`config.mk`:
```
export PLATFORM = sky130hd
export DESIGN_NAME = channel_dispatcher
export DESIGN_NICKNAME = d
export VERILOG_FILES = /design/src/rtl/channel_dispatcher.sv
export SDC_FILE = /design/constraint.sdc
export NUM_CORES = 1
export LEC_CHECK = 0
export BUFFER_PORTS_ARGS = -buffer_cell sky130_fd_sc_hd__buf_2
export CORE_MARGIN = 2
export CORE_UTILIZATION = 41
export DETAILED_ROUTE_END_ITERATION = 10
export HOLD_SLACK_MARGIN = 0.03
export PLACE_DENSITY = 0.74
export SLEW_MARGIN = 10
export SYNTH_ARGS = -nofsm -noshare
export SYNTH_HDL_FRONTEND = slang
export SYNTH_SLANG_ARGS = --single-unit
```
`constraint.sdc`:
```
create_clock -name clk -period 10.7 [get_ports clk]
set_input_delay 1.605 -clock clk [delete_from_list [all_inputs] [get_ports clk]]
set_output_delay 1.605 -clock clk [all_outputs]
set_load 0.01 [all_outputs]
```
`src/rtl/channel_dispatcher.sv`:
```
// channel_dispatcher: steers one token per cycle to the least-loaded ready channel,
// holding it until taken, and publishes a saturating latency estimate upstream.
module channel_dispatcher #(
    parameter int PC_WIDTH = 8,
    parameter int CC_ID = 2,
    parameter int N_CHANNELS = 4,
    parameter int LATENCY_COUNT_WIDTH = 10,
    parameter int STALL_COUNT_WIDTH = 16,
    localparam int DWIDTH = PC_WIDTH + CC_ID,
    localparam int LW = LATENCY_COUNT_WIDTH,
    localparam int TW = $clog2(N_CHANNELS)
) (
    input  logic                         clk,
    input  logic                         rst,
    input  logic                         in_valid,
    input  logic [DWIDTH-1:0]            in_data,
    output logic                         in_ready,
    output logic [LW-1:0]                in_latency,
    output logic [N_CHANNELS-1:0]        out_valid,
    output logic [DWIDTH-1:0]            out_data,
    input  logic [N_CHANNELS-1:0]        out_ready,
    input  logic [N_CHANNELS*LW-1:0]     out_latency,
    output logic [TW-1:0]                last_target,
    output logic [STALL_COUNT_WIDTH-1:0] stall_count
);
    typedef enum logic {IDLE, HOLD} state_t;
    state_t state, state_next;
    logic hold, accept;
    logic [TW-1:0] sel, idx;
    logic [LW:0] best, key, lat_inc;
    logic [LW-1:0] min_lat;

    assign hold = state == HOLD;
    assign in_ready = !hold || out_ready[last_target];
    assign accept = in_valid && in_ready;
    assign out_valid = hold ? N_CHANNELS'(1) << last_target : '0;

    always_comb begin
        state_next = accept ? HOLD : (hold && out_ready[last_target]) ? IDLE : state;
    end

    // Round-robin search from last_target+1; strict < keeps the first minimum found.
    always_comb begin
        sel = TW'((int'(last_target) + 1) % N_CHANNELS);
        best = {~out_ready[sel], out_latency[sel*LW +: LW]};
        idx = '0;
        key = '0;
        for (int k = 1; k < N_CHANNELS; k++) begin
            idx = TW'((int'(last_target) + 1 + k) % N_CHANNELS);
            key = {~out_ready[idx], out_latency[idx*LW +: LW]};
            if (key < best) begin
                best = key;
                sel = idx;
            end
        end
    end

    always_comb begin
        min_lat = out_latency[LW-1:0];
        for (int i = 1; i < N_CHANNELS; i++)
            min_lat = out_latency[i*LW +: LW] < min_lat ? out_latency[i*LW +: LW] : min_lat;
        lat_inc = {1'b0, min_lat} + {{LW{1'b0}}, hold};
    end

    always_ff @(posedge clk or negedge rst) begin
        if (!rst) begin
            state <= IDLE;
            out_data <= '0;
            last_target <= TW'(N_CHANNELS - 1);
            in_latency <= LW'(1);
            stall_count <= '0;
        end else begin
            state <= state_next;
            in_latency <= lat_inc[LW] ? '1 : lat_inc[LW-1:0];
            if (accept) begin
                out_data <= in_data;
                last_target <= sel;
            end
            if (hold && !out_ready[last_target] && stall_count != '1)
                stall_count <= stall_count + 1'b1;
        end
    end

    a_onehot: assert property (@(posedge clk) disable iff (!rst) $onehot0(out_valid));
    a_stable: assert property (@(posedge clk) disable iff (!rst)
        (hold && !out_ready[last_target]) |=> ($stable(out_data) && $stable(last_target)));
endmodule

```
==> impl_summary.log <==
INFO  metric vias_in_the_first_global_route = 4,527
INFO  metric critical_path.n_buffers_inverters = 4
INFO  metric viasPerCell = about 5.6
INFO  metric achievable-frequency = between 100 and 150 MHz
INFO  metric multi_input_comb_area = around 4000 sq um
INFO  metric skew = 0.004201 ns
INFO  metric worst-endpoint-required = 10.84 ns
INFO  metric synth_fp_nets = 728
INFO  metric netlist_top_cells_area = dfrtp_1 (17%), ha_1 (15%), mux2i_1 (6.8%)
INFO  metric relSlewSlack = ~37%
INFO  metric insertion_delay = ~0.27 ns
INFO  metric ys_seq_elements = 39
INFO  metric worstHoldPathCells = 1
INFO  metric synth_warnings = 0
INFO  metric setup_tns = 0 ns
INFO  metric crit_path_start = out_latency[4]
INFO  metric syn_area = 5185 sq um
INFO  metric antenna_cells = 0
INFO  metric yosys_most_used_dff = dfrtp_1
INFO  metric dr.pass1.iters = 5
INFO  metric maxCapViolations = 0
INFO  metric place.port_buffers = just under 100
INFO  metric initial_antenna_violation_count = 0
INFO  metric worst_hold_slack = 0.4834 ns
INFO  metric synth_area_leader_cell = dfrtp_1
INFO  metric pre_cts_ws = approximately 1.6 ns
INFO  metric h_tree_depth = 2
INFO  metric post_cts_hold_buffer_count = 0
INFO  metric critical_path.endpoint_type = flip-flop
INFO  metric drc = 0
INFO  metric area_share_of_the_largest_cell_type_after_synthesis = 17.37%
INFO  metric rr_worst_depth = 33
INFO  metric placeableCoreArea = ~12,000 sq um
INFO  metric drt_wl_total = around 14,000 um
INFO  metric die_w = around 120 um
INFO  metric final-max-slew-violation-count = 0
INFO  metric post_cts.repair.setup_buffers = 0
INFO  metric final_min_period_over_clock_period = between 80% and 90%
INFO  metric final.setup.worst_slack = around 1.8 ns
INFO  metric postSynthAreaPerCell = approximately 8.5 sq um
INFO  metric layout_cells_sized_above_1 = 24.39%
INFO  metric synthCells = 609
INFO  metric synthToLayoutAreaGrowth = 15.59%
INFO  metric finalNetCount = ~810
INFO  metric critPathMaxFanout = 24
INFO  metric critical_path.startpoint_type = input port
INFO  metric crit_family = compound AO/OA/AOI/OAI gates
INFO  metric final-seq-area = between 900 and 1000 sq um
INFO  metric synth_cell_types = 63
INFO  metric final_hold_viol_count = 0
INFO  metric overall_track_demand_over_capacity_in_global_routing = 21.29%
INFO  metric cpMaxStageDelayCell = nand2_1
INFO  metric worstReg2RegStart = last_target[0]$_DFFE_PN1P_
INFO  metric cts.repair.resized = 0
INFO  metric fp.dieH = around 120 um
INFO  metric core.rowCount = 41
INFO  metric dieArea = 13,560 sq um
INFO  metric root_buffer = clkbuf_16
INFO  metric final_count_of_negative_setup_slack_endpoints = 0
INFO  metric grt_pass1_wl = between 20,000 and 25,000 um
INFO  metric clkSlewWorstSetupHoldPaths = approximately 0.050 ns
INFO  metric min_from = stall_count[11]$_DFFE_PN0P_
INFO  metric n_fill_cell = 1,230
INFO  metric cts_sinks = 39
INFO  metric worst-endpoint-arrival = just over 9 ns
INFO  metric final_design_area_no_fill = 5993 sq um
INFO  metric pin_count_of_the_biggest_net_entering_global_routing = 52
INFO  metric drt_first_iter_violations = ~380
INFO  metric gpl.final_weighted_congestion = between 0.9 and 1
INFO  metric synth_enable_flop_cells = 0
INFO  metric post_dp_cell_area = about 5800 sq um
INFO  metric worstSetupPathDepth = 33
INFO  metric timing.final.crit_period = approximately 9 ns
INFO  metric run_status = complete, no violations
INFO  metric globalRoute.totalOverflow = 0
INFO  metric detail_route.wl_per_cell = 16.30 um
INFO  metric worst_path_largest_cell_delay = around 0.51 ns
INFO  metric worst_pin_slew = between 0.9 and 1 ns
INFO  metric timing.setup.critical_path_class = in -> reg
INFO  metric cts-buffers-inserted = 5
INFO  metric cts-root-to-sink-buffers = 2
INFO  metric final_antenna_net_count = 0
INFO  metric rsz0062_at_grt = no
INFO  metric holdCritPathClass = reg -> reg
INFO  metric ys_async_sr_fraction = between 90% and 100%
INFO  metric place_hpwl = roughly 11,000 um
INFO  metric route.vias.total = ~4,900
INFO  metric ys_seq_area_share = between 10% and 20%
INFO  metric starting_density_of_the_core = ~42%
INFO  metric cts_tree = yes
INFO  metric io_pins = 100
INFO  metric cpMostUsedCell = ha_1
==> metal layers <==
metal | wire [um] | vias to the layer above | track usage [%]
li1 | - | 2427 | -
met2 | 6381 | 187 | 34.53
met1 | 6481 | 2245 | 30.17
met4 | 308 | 0 | 6.032
met3 | 932 | 27 | 2.180
met5 | 0 | - | 0
==> state kept, by name (all words and copies together), names as in the netlist <==
register and count:
stall_count 16, out_data 10, last_target 2, in_latency 10, hold 1
==> layout make-up <==
cell class / count / share of cell area [%]
multi-input cells: 518 / 66.89
flip-flops and latches: 39 / 16.35
repair buffers: 105 / 9.019
well taps: 172 / 3.591
clock buffers: 6 / 2.150
inverters: 24 / 1.503
clock inverters: 1 / 0.5010
==> synthesized netlist by cell type (all sizes together) (14+ instances only) <==
library cell	number
mux4	14
mux2i	35
nand4	15
ha	62
xnor2	17
dfrtp	36
nand2	59
a21o	32
a21oi	50
nor2	41
clkbuf	18
o21ai	27
inv	24
nor3	15
nand3	22
mux2	25
==> worst reg2reg max path, delay by kind of cell (launching register included) <==
kind | cells | cell delay, ns
AO/OA/AOI/OAI | 20 | 4.22
XOR/XNOR | 1 | 0.17
adder cells (fa/ha/maj) | 4 | 1.95
buffers and inverters | 2 | 0.54
flip-flops | 1 | 0.53
multiplexers | 3 | 1.03
AND/OR/NAND/NOR | 3 | 0.36
==> logic make-up (layout without fill, tap and decap cells) <==
logic type	count (synthesis)	in the layout	share of synthesized area [%]
compound gates	155	155	20.25
fa+ha+maj	64	64	15.35
simple gates	202	202	19.35
mux	74	74	18.34
buf+inv	52	136	3.933
flops	39	39	18.89
xor+xnor	23	23	3.885
==> placed cells by master, fill, tap and decap left out, types with 9 or more instances in the layout <==
cell type	count
nand2b_1	13
mux2_2	23
nand4_1	15
nand2_1	59
nor2b_1	10
nand3_1	22
xnor2_1	17
inv_1	23
a21o_1	32
o21ai_0	21
mux2i_1	35
nor3_1	14
nor2_1	41
dfrtp_1	36
a211oi_1	13
mux4_2	14
a21oi_1	49
ha_1	61
and3_1	9
buf_2	99
==> path summary, 6_finish.rpt <==
| kind | endpoint | slack, ns |
|---|---|---|
| worst max-delay path | in_latency[9]$_DFF_PN0_ | 1.75 |
| worst min-delay path | stall_count[11]$_DFFE_PN0P_ | 0.48 |
| worst max register to register | last_target[1]$_DFFE_PN1P_ | 1.83 |
| worst min register to register | stall_count[11]$_DFFE_PN0P_ | 0.48 |
| max in group asynchronous | out_data[9]$_DFFE_PN0P_ | 8.78 |
| min in group asynchronous | stall_count[6]$_DFFE_PN0P_ | 1.42 |
==> through the flow <==
step	util, %	cells
final	48.08	865
after global routing	48.08	865
after CTS	48.08	865
after detailed placement	46.80	858
after global placement	46.80	858
after floorplan	-	609
Power is not shown: default switching activity piles up to over one toggle a cycle in this logic, so the estimate is an artifact.
